**config.mk**
```make
export PLATFORM = sky130hd
export DESIGN_NAME = p_hit_dispatch
export DESIGN_NICKNAME = d
export VERILOG_FILES = /design/src/rtl/p_hit_pkg.sv /design/src/rtl/p_hit_dispatch_port.sv /design/src/rtl/p_hit_dispatch.sv
export SDC_FILE = /design/constraint.sdc
export NUM_CORES = 1
export LEC_CHECK = 0
export CAP_MARGIN = 30
export CORE_AREA = 10 10 346 348
export DETAILED_ROUTE_END_ITERATION = 10
export DIE_AREA = 0 0 356 358
export PLACE_DENSITY = 0.46
export SYNTH_ARGS = -nofsm -noshare
export SYNTH_HDL_FRONTEND = slang
export SYNTH_HIERARCHICAL = 1
export SYNTH_SLANG_ARGS = --single-unit
```
**constraint.sdc**
```tcl
create_clock -name clock -period 6.41 [get_ports clock]
set_input_delay 1.282 -clock clock [delete_from_list [all_inputs] [get_ports clock]]
set_output_delay 1.282 -clock clock [all_outputs]
set_load 0.01 [all_outputs]
```
**src/rtl/p_hit_pkg.sv**
```systemverilog
// rtl/p_hit_pkg.sv - shared types and constants for the p_hit_1 dispatch block
package p_hit_pkg;
   localparam int D_BITS_DEF   = 32;
   localparam int Q_BITS       = 16;
   localparam int IDX_BITS_DEF = 16;
   localparam int NUM_PORTS    = 2;

   typedef enum logic [1:0] {
      S_IDLE  = 2'd0,
      S_FETCH = 2'd1,
      S_ISSUE = 2'd2,
      S_DONE  = 2'd3
   } state_t;
endpackage

```
**src/rtl/p_hit_dispatch_port.sv**
```systemverilog
// rtl/p_hit_dispatch_port.sv - one downstream port: pending flag and write strobe
module p_hit_dispatch_port (
   input  logic clock,
   input  logic reset,
   input  logic load,
   input  logic full,
   output logic wr_en,
   output logic pending
);
   logic r_pend;

   // A load in the same cycle as the final write re-arms the flag for the next beat
   always_ff @(posedge clock) begin
      if (reset)
         r_pend <= 1'b0;
      else if (load)
         r_pend <= 1'b1;
      else if (wr_en)
         r_pend <= 1'b0;
   end

   assign wr_en   = r_pend & ~full & ~reset;
   assign pending = r_pend;
endmodule

```
**src/rtl/p_hit_dispatch.sv**
```systemverilog
// rtl/p_hit_dispatch.sv - ray/triangle dispatch into p_hit_1; P_HIT_DISPATCH_STATS_EN adds stall_cycles
module p_hit_dispatch
   import p_hit_pkg::*;
#(
   parameter int D_BITS   = D_BITS_DEF,
   parameter int IDX_BITS = IDX_BITS_DEF
) (
   input  logic                    clock,
   input  logic                    reset,
   input  logic [3*D_BITS-1:0]     ray_origin,
   input  logic [3*D_BITS-1:0]     ray_dir,
   input  logic [IDX_BITS-1:0]     ray_num_tris,
   input  logic                    ray_empty,
   output logic                    ray_rd_en,
   input  logic [3*D_BITS-1:0]     tri_normal,
   input  logic [3*D_BITS-1:0]     tri_v0,
   input  logic                    tri_empty,
   output logic                    tri_rd_en,
   output logic [3*D_BITS-1:0]     tri_normal_1,
   output logic [3*D_BITS-1:0]     v0,
   output logic [3*D_BITS-1:0]     origin,
   output logic [3*D_BITS-1:0]     tri_normal_2,
   output logic [3*D_BITS-1:0]     dir,
   output logic [NUM_PORTS-1:0]    in_wr_en,
   input  logic [NUM_PORTS-1:0]    in_full,
   output logic [IDX_BITS-1:0]     tri_idx,
   output logic                    busy,
   output logic                    done
`ifdef P_HIT_DISPATCH_STATS_EN
   ,
   output logic [31:0]             stall_cycles
`endif
);
   state_t                 r_state;
   state_t                 w_next;
   logic [3*D_BITS-1:0]    r_origin;
   logic [3*D_BITS-1:0]    r_dir;
   logic [3*D_BITS-1:0]    r_normal;
   logic [3*D_BITS-1:0]    r_v0;
   logic [IDX_BITS-1:0]    r_num_tris;
   logic [IDX_BITS-1:0]    r_tri_idx;
   logic [NUM_PORTS-1:0]   w_pend;
   logic [NUM_PORTS-1:0]   w_wr_en;
   logic                   w_complete;
   logic                   w_last;

   assign w_complete = (r_state == S_ISSUE) && ((w_pend & ~w_wr_en) == '0);
   assign w_last     = (r_tri_idx == r_num_tris - IDX_BITS'(1));

   for (genvar k = 0; k < NUM_PORTS; k++) begin : g_port
      p_hit_dispatch_port u_port (
         .clock   (clock),
         .reset   (reset),
         .load    (tri_rd_en),
         .full    (in_full[k]),
         .wr_en   (w_wr_en[k]),
         .pending (w_pend[k])
      );
   end

   always_ff @(posedge clock) begin
      if (reset)
         r_state <= S_IDLE;
      else
         r_state <= w_next;
   end

   always_comb begin
      w_next = r_state;
      case (r_state)
         S_IDLE:  if (!ray_empty) w_next = (ray_num_tris == '0) ? S_DONE : S_FETCH;
         S_FETCH: if (!tri_empty) w_next = S_ISSUE;
         S_ISSUE: begin
            if (w_complete) begin
               if (w_last)
                  w_next = S_DONE;
               else if (tri_empty)
                  w_next = S_FETCH;
            end
         end
         S_DONE:  w_next = S_IDLE;
         default: w_next = S_IDLE;
      endcase
   end

   // Pops are suppressed during reset so a queued ray or triangle is never lost
   always_comb begin
      ray_rd_en = (r_state == S_IDLE) && !ray_empty && !reset;
      tri_rd_en = (((r_state == S_FETCH) && !tri_empty) ||
                   (w_complete && !w_last && !tri_empty)) && !reset;
      busy      = (r_state != S_IDLE);
      done      = (r_state == S_DONE);
   end

   always_ff @(posedge clock) begin
      if (reset) begin
         r_origin   <= '0;
         r_dir      <= '0;
         r_num_tris <= '0;
         r_normal   <= '0;
         r_v0       <= '0;
         r_tri_idx  <= '0;
      end else begin
         if (ray_rd_en) begin
            r_origin   <= ray_origin;
            r_dir      <= ray_dir;
            r_num_tris <= ray_num_tris;
         end
         if (tri_rd_en) begin
            r_normal <= tri_normal;
            r_v0     <= tri_v0;
         end
         if (r_state == S_DONE)
            r_tri_idx <= '0;
         else if (w_complete && !w_last)
            r_tri_idx <= r_tri_idx + IDX_BITS'(1);
      end
   end

`ifdef P_HIT_DISPATCH_STATS_EN
   logic [31:0] r_stall;

   always_ff @(posedge clock) begin
      if (reset)
         r_stall <= '0;
      else if ((r_state == S_ISSUE) && |(w_pend & in_full) && (r_stall != 32'hFFFF_FFFF))
         r_stall <= r_stall + 32'd1;
   end

   assign stall_cycles = r_stall;
`endif

   assign in_wr_en     = w_wr_en;
   assign tri_normal_1 = r_normal;
   assign tri_normal_2 = r_normal;
   assign v0           = r_v0;
   assign origin       = r_origin;
   assign dir          = r_dir;
   assign tri_idx      = r_tri_idx;
endmodule

```
==> reports/results.md <==
| Quantity | Reported | Unit |
|:---|:---|:---|
| Outcome | finished clean | - |
| Gpl congestion | 0.7944 | - |
| Share of post-route cells with drive strength above 1 | 11.13 | % |
| Clock period minus worst slack | 5.518 | ns |
| Post-detailed-route DRC marker count | 0 | - |
| Total chip power | 7.564 | mW |
| CTS root buffer | sky130_fd_sc_hd__clkbuf_16 | - |
| Post-CTS Hold Buffers | 0 | - |
| Maximum clock rate | 0.1812 | GHz |
| Yosys top cell by area | sky130_fd_sc_hd__dfxtp_1 | - |
| Layout Cell Area excl Fill | 29,130 | sq um |
| Lkg Pwr | 9.975 | nW |
| Simple-gate portion of the synthesized area | 18.00 | % |
| Req. time, crit path | 5.13 | ns |
| Placeable Area | 112,300 | sq um |
| Maxcap violations | 0 | - |
| Kind of critical path | input pin to primary output | - |
| Largest net degree at the start of global routing | 213 | - |
| Average size of a mapped cell | 8.402 | sq um |
| Element type at the critical path end | primary output | - |
| Cells after Synth | 2,095 | - |
| Global routing usage on met1 | 17.21 | % |
| Number of distinct standard cells referenced by the synthesized netlist | 54 | - |
| Main combinational cell family by area after synthesis | compound AO/OA/AOI/OAI gates | - |
| Multi-input combinational cell area | 7711 | sq um |
| Number of vias per cell | 4.047 | - |
| Number of detailed-routing iterations run before antenna repair | 5 | - |
| Largest vdd supply drop | 0.0001947 | V |
| Actual transition at the worst max-transition pin | 1.154 | ns |
| Data arrival time at the worst-slack endpoint | 4.24 | ns |
| Area of all sequential standard cells | 8408 | sq um |
| Share of synthesized area spent on multiplexers | 0.1208 | % |
| Standard cell area after detailed placement | 27,370 | sq um |
| Number of pins exceeding their max-slew limit in the final report | 0 | - |
| Global routing usage on met3 | 6.128 | % |
| Count of standard-cell rows | 123 | - |
| # nets final | 3,209 | - |
| Number of routed nets with antenna violations | 0 | - |
| Met2 usage | 21.60 | % |
| Sinks on Clock Net | 420 | - |
| Die H | 358 | um |
| First-pass GRT wire length | 129,800 | um |
| Top Usage Layer GRT | met2 | - |
| Number of nets produced by synthesis | 2,503 | - |
| Share of Yosys cell area claimed by the top area cell type | 47.76 | % |
| Effective utilization at floorplan | 15.67 | % |
| Synth async-reset ratio | 0 | % |
| Final Hold Fails | 0 | - |
| TritonCTS clock tree | yes | - |
| Post-route setup TNS | 0 | ns |
| Power per cell area | 259.7 | nW/um^2 |
| Post-Synth Adder-Cell Area | 0.1422 | % |
| RSZ-0062 raised after global routing | false | - |
| Top fanout value on the critical path | 3 | - |
| Compound-gate portion of the synthesized area | 24.56 | % |
| Via count of the first global-routing pass | 17.01k | - |
| Count of buffers inserted at the top-level ports | 907 | - |
| Number of gates resized after CTS | 0 | - |
| Initial DRC count | 1,118 | - |
| Fill cell count | 12.19k | - |
| Layout-stage area growth over the synthesis result | 65.47 | % |
| Number of placed instances, taps included | 4,245 | - |
| Top_reg_cell synth | sky130_fd_sc_hd__dfxtp_1 | - |
| Final setup viols | 0 | - |
| Synth area leaders | sky130_fd_sc_hd__dfxtp_1 (48%), sky130_fd_sc_hd__a21oi_1 (12%), sky130_fd_sc_hd__a21bo_2 (11%) | - |
| Routed wire length | 94,570 | um |
| Vias | 17.60k | - |
| CP startpoint kind | input pin | - |
| Clock latency of the later-clocked register in the worst-skew pair | 0.64 | ns |
| Non-filler instance count after layout | 4,348 | - |
| Worst-case clock skew | 0.03091 | ns |
| Total overflow reported by the global router | 0 | - |
| Detailed Place HPWL | 72,370 | um |
| Clock-pin slew of the registers on the worst-case setup and hold paths | 0.05 | ns |
| Number of warnings reported in the yosys synthesis log | 6 | - |
| Ratio of final minimum period to clock period | 86.08 | % |
| Flops & latches, synth | 420 | - |
| Area of the die | 127,400 | sq um |
| Initial antenna violation count | 19 | - |
| Hold Crit Class | flop to flop | - |
| Cell area after technology mapping | 17,600 | sq um |
| Maximum root-to-sink buffer count | 3 | - |
| # IOs | 908 | - |
| TritonCTS buffer count | 54 | - |
| Seq/Total Area, Yosys | 47.76 | % |
| Horizontal die dimension | 356 | um |
| Buffers inserted during post-CTS setup optimization | 0 | - |
| H-tree level count | 2 | - |
| Average routed wire per standard cell | 21.75 | um |
| Worst slew margin | 22.35 | % |
| Global-route total usage across every layer | 13.81 | % |
| Number of enable flip-flop cells after synthesis | 0 | - |
| Share of the synthesized netlist area taken by xor and xnor gates | 0.8458 | % |
==> flip-flops by register name (all words and copies together), names as in the netlist <==
signal,cells
dir,96
origin,96
tri_normal_1,96
v0,96
r_num_tris,16
tri_idx,16
g_port.u_port/pending,2
r_state,2
==> layout make-up <==
cell class | count | share of cell area, %
multi-input cells | 1385 | 26.47
repair buffers | 931 | 32.06
well taps | 1500 | 6.443
clock inverters | 13 | 0.4897
diodes | 8 | 0.06873
inverters | 9 | 0.1160
flip-flops and latches | 420 | 28.87
clock buffers | 82 | 5.481
==> cell usage after synthesis, drive strengths merged (2+ instances only) <==
cell	n
a211oi	3
a21bo	192
a21o	2
a21oi	415
and2	2
buf	155
clkbuf	126
dfxtp	420
ha	2
inv	9
nand2	431
nand3	201
nand4	9
nor2	22
nor2b	5
nor3	7
nor3b	5
nor4	8
o211ai	2
o21ai	11
o22ai	2
o311ai	4
o31ai	4
o41ai	4
or2	3
or3	12
or4	8
xnor2	11
xor2	6
==> path summary, 6_finish.rpt <==
| path | startpoint | to | slack, ns | depth (start not counted) |
|---|---|---|---|---|
| hold / removal | origin[87] | origin[87] | 0.45 | 2 |
| setup reg to reg | r_num_tris[0] | v0[13] | 1.33 | 12 |
| hold reg to reg | origin[87] | origin[87] | 0.45 | 2 |
| setup / recovery | in_full[1] | tri_rd_en | 0.89 | 9 |
==> where the power goes <==
part	switching, mW	internal (mW)
Clock	1.27	1.75
Sequential	0.147	2.80
Combinational	0.757	0.833
==> cell families after synthesis <==
logic type               Yosys count
buffers and inverters            290
XOR/XNOR                          17
AND/OR/NAND/NOR                  717
flip-flops                       420
AO/OA/AOI/OAI                    647
multiplexers                       2
adder cells (fa/ha/maj)            2
==> critical path, cell delays in order <==
cell	delay (ns)
sky130_fd_sc_hd__clkdlybuf4s50_1	0.44
sky130_fd_sc_hd__nor3b_2	0.25
sky130_fd_sc_hd__inv_1	0.10
sky130_fd_sc_hd__a221oi_2	0.32
sky130_fd_sc_hd__inv_1	0.10
sky130_fd_sc_hd__nor3b_1	0.59
sky130_fd_sc_hd__o31ai_4	0.16
sky130_fd_sc_hd__a21oi_1	0.37
sky130_fd_sc_hd__clkdlybuf4s50_1	0.62
==> per-stage QoR <==
step	worst slack, ns	hold WS (ns)	utilization, %
detailed placement	0.9581	0.4457	24.36
global placement	1.048	0.4410	24.34
CTS	0.9506	0.4536	25.91
floorplan	1.846	0.4496	-
global route	0.7337	0.4688	25.92
finish	0.8924	0.4510	25.93
==> routing by layer <==
| layer | vias up | wire [um] |
|---|---|---|
| li1 | 8484 | - |
| met1 | 8361 | 40040 |
| met2 | 634 | 42840 |
| met3 | 103 | 9844 |
| met4 | 14 | 1758 |
| met5 | - | 82 |
==> cell usage in the layout, fill, tap and decap left out, drive strengths merged, types with 3 or more instances in the layout <==
cell and count:
xor2 6, inv 12, clkdlybuf4s50 906, nand2 431, dfxtp 420, clkinv 7, o311ai 4, diode 8
nand3 201, nor3b 5, buf 25, clkbuf 82, o21ai 11, xnor2 11, o31ai 4, a21oi 415
or2 3, nor4 8, a21bo 192, a211oi 3, or4 8, nor2b 5, or3 12, o41ai 4
nor3 7, nor2 22, nand4 9
(Power assumes the default switching activity.)
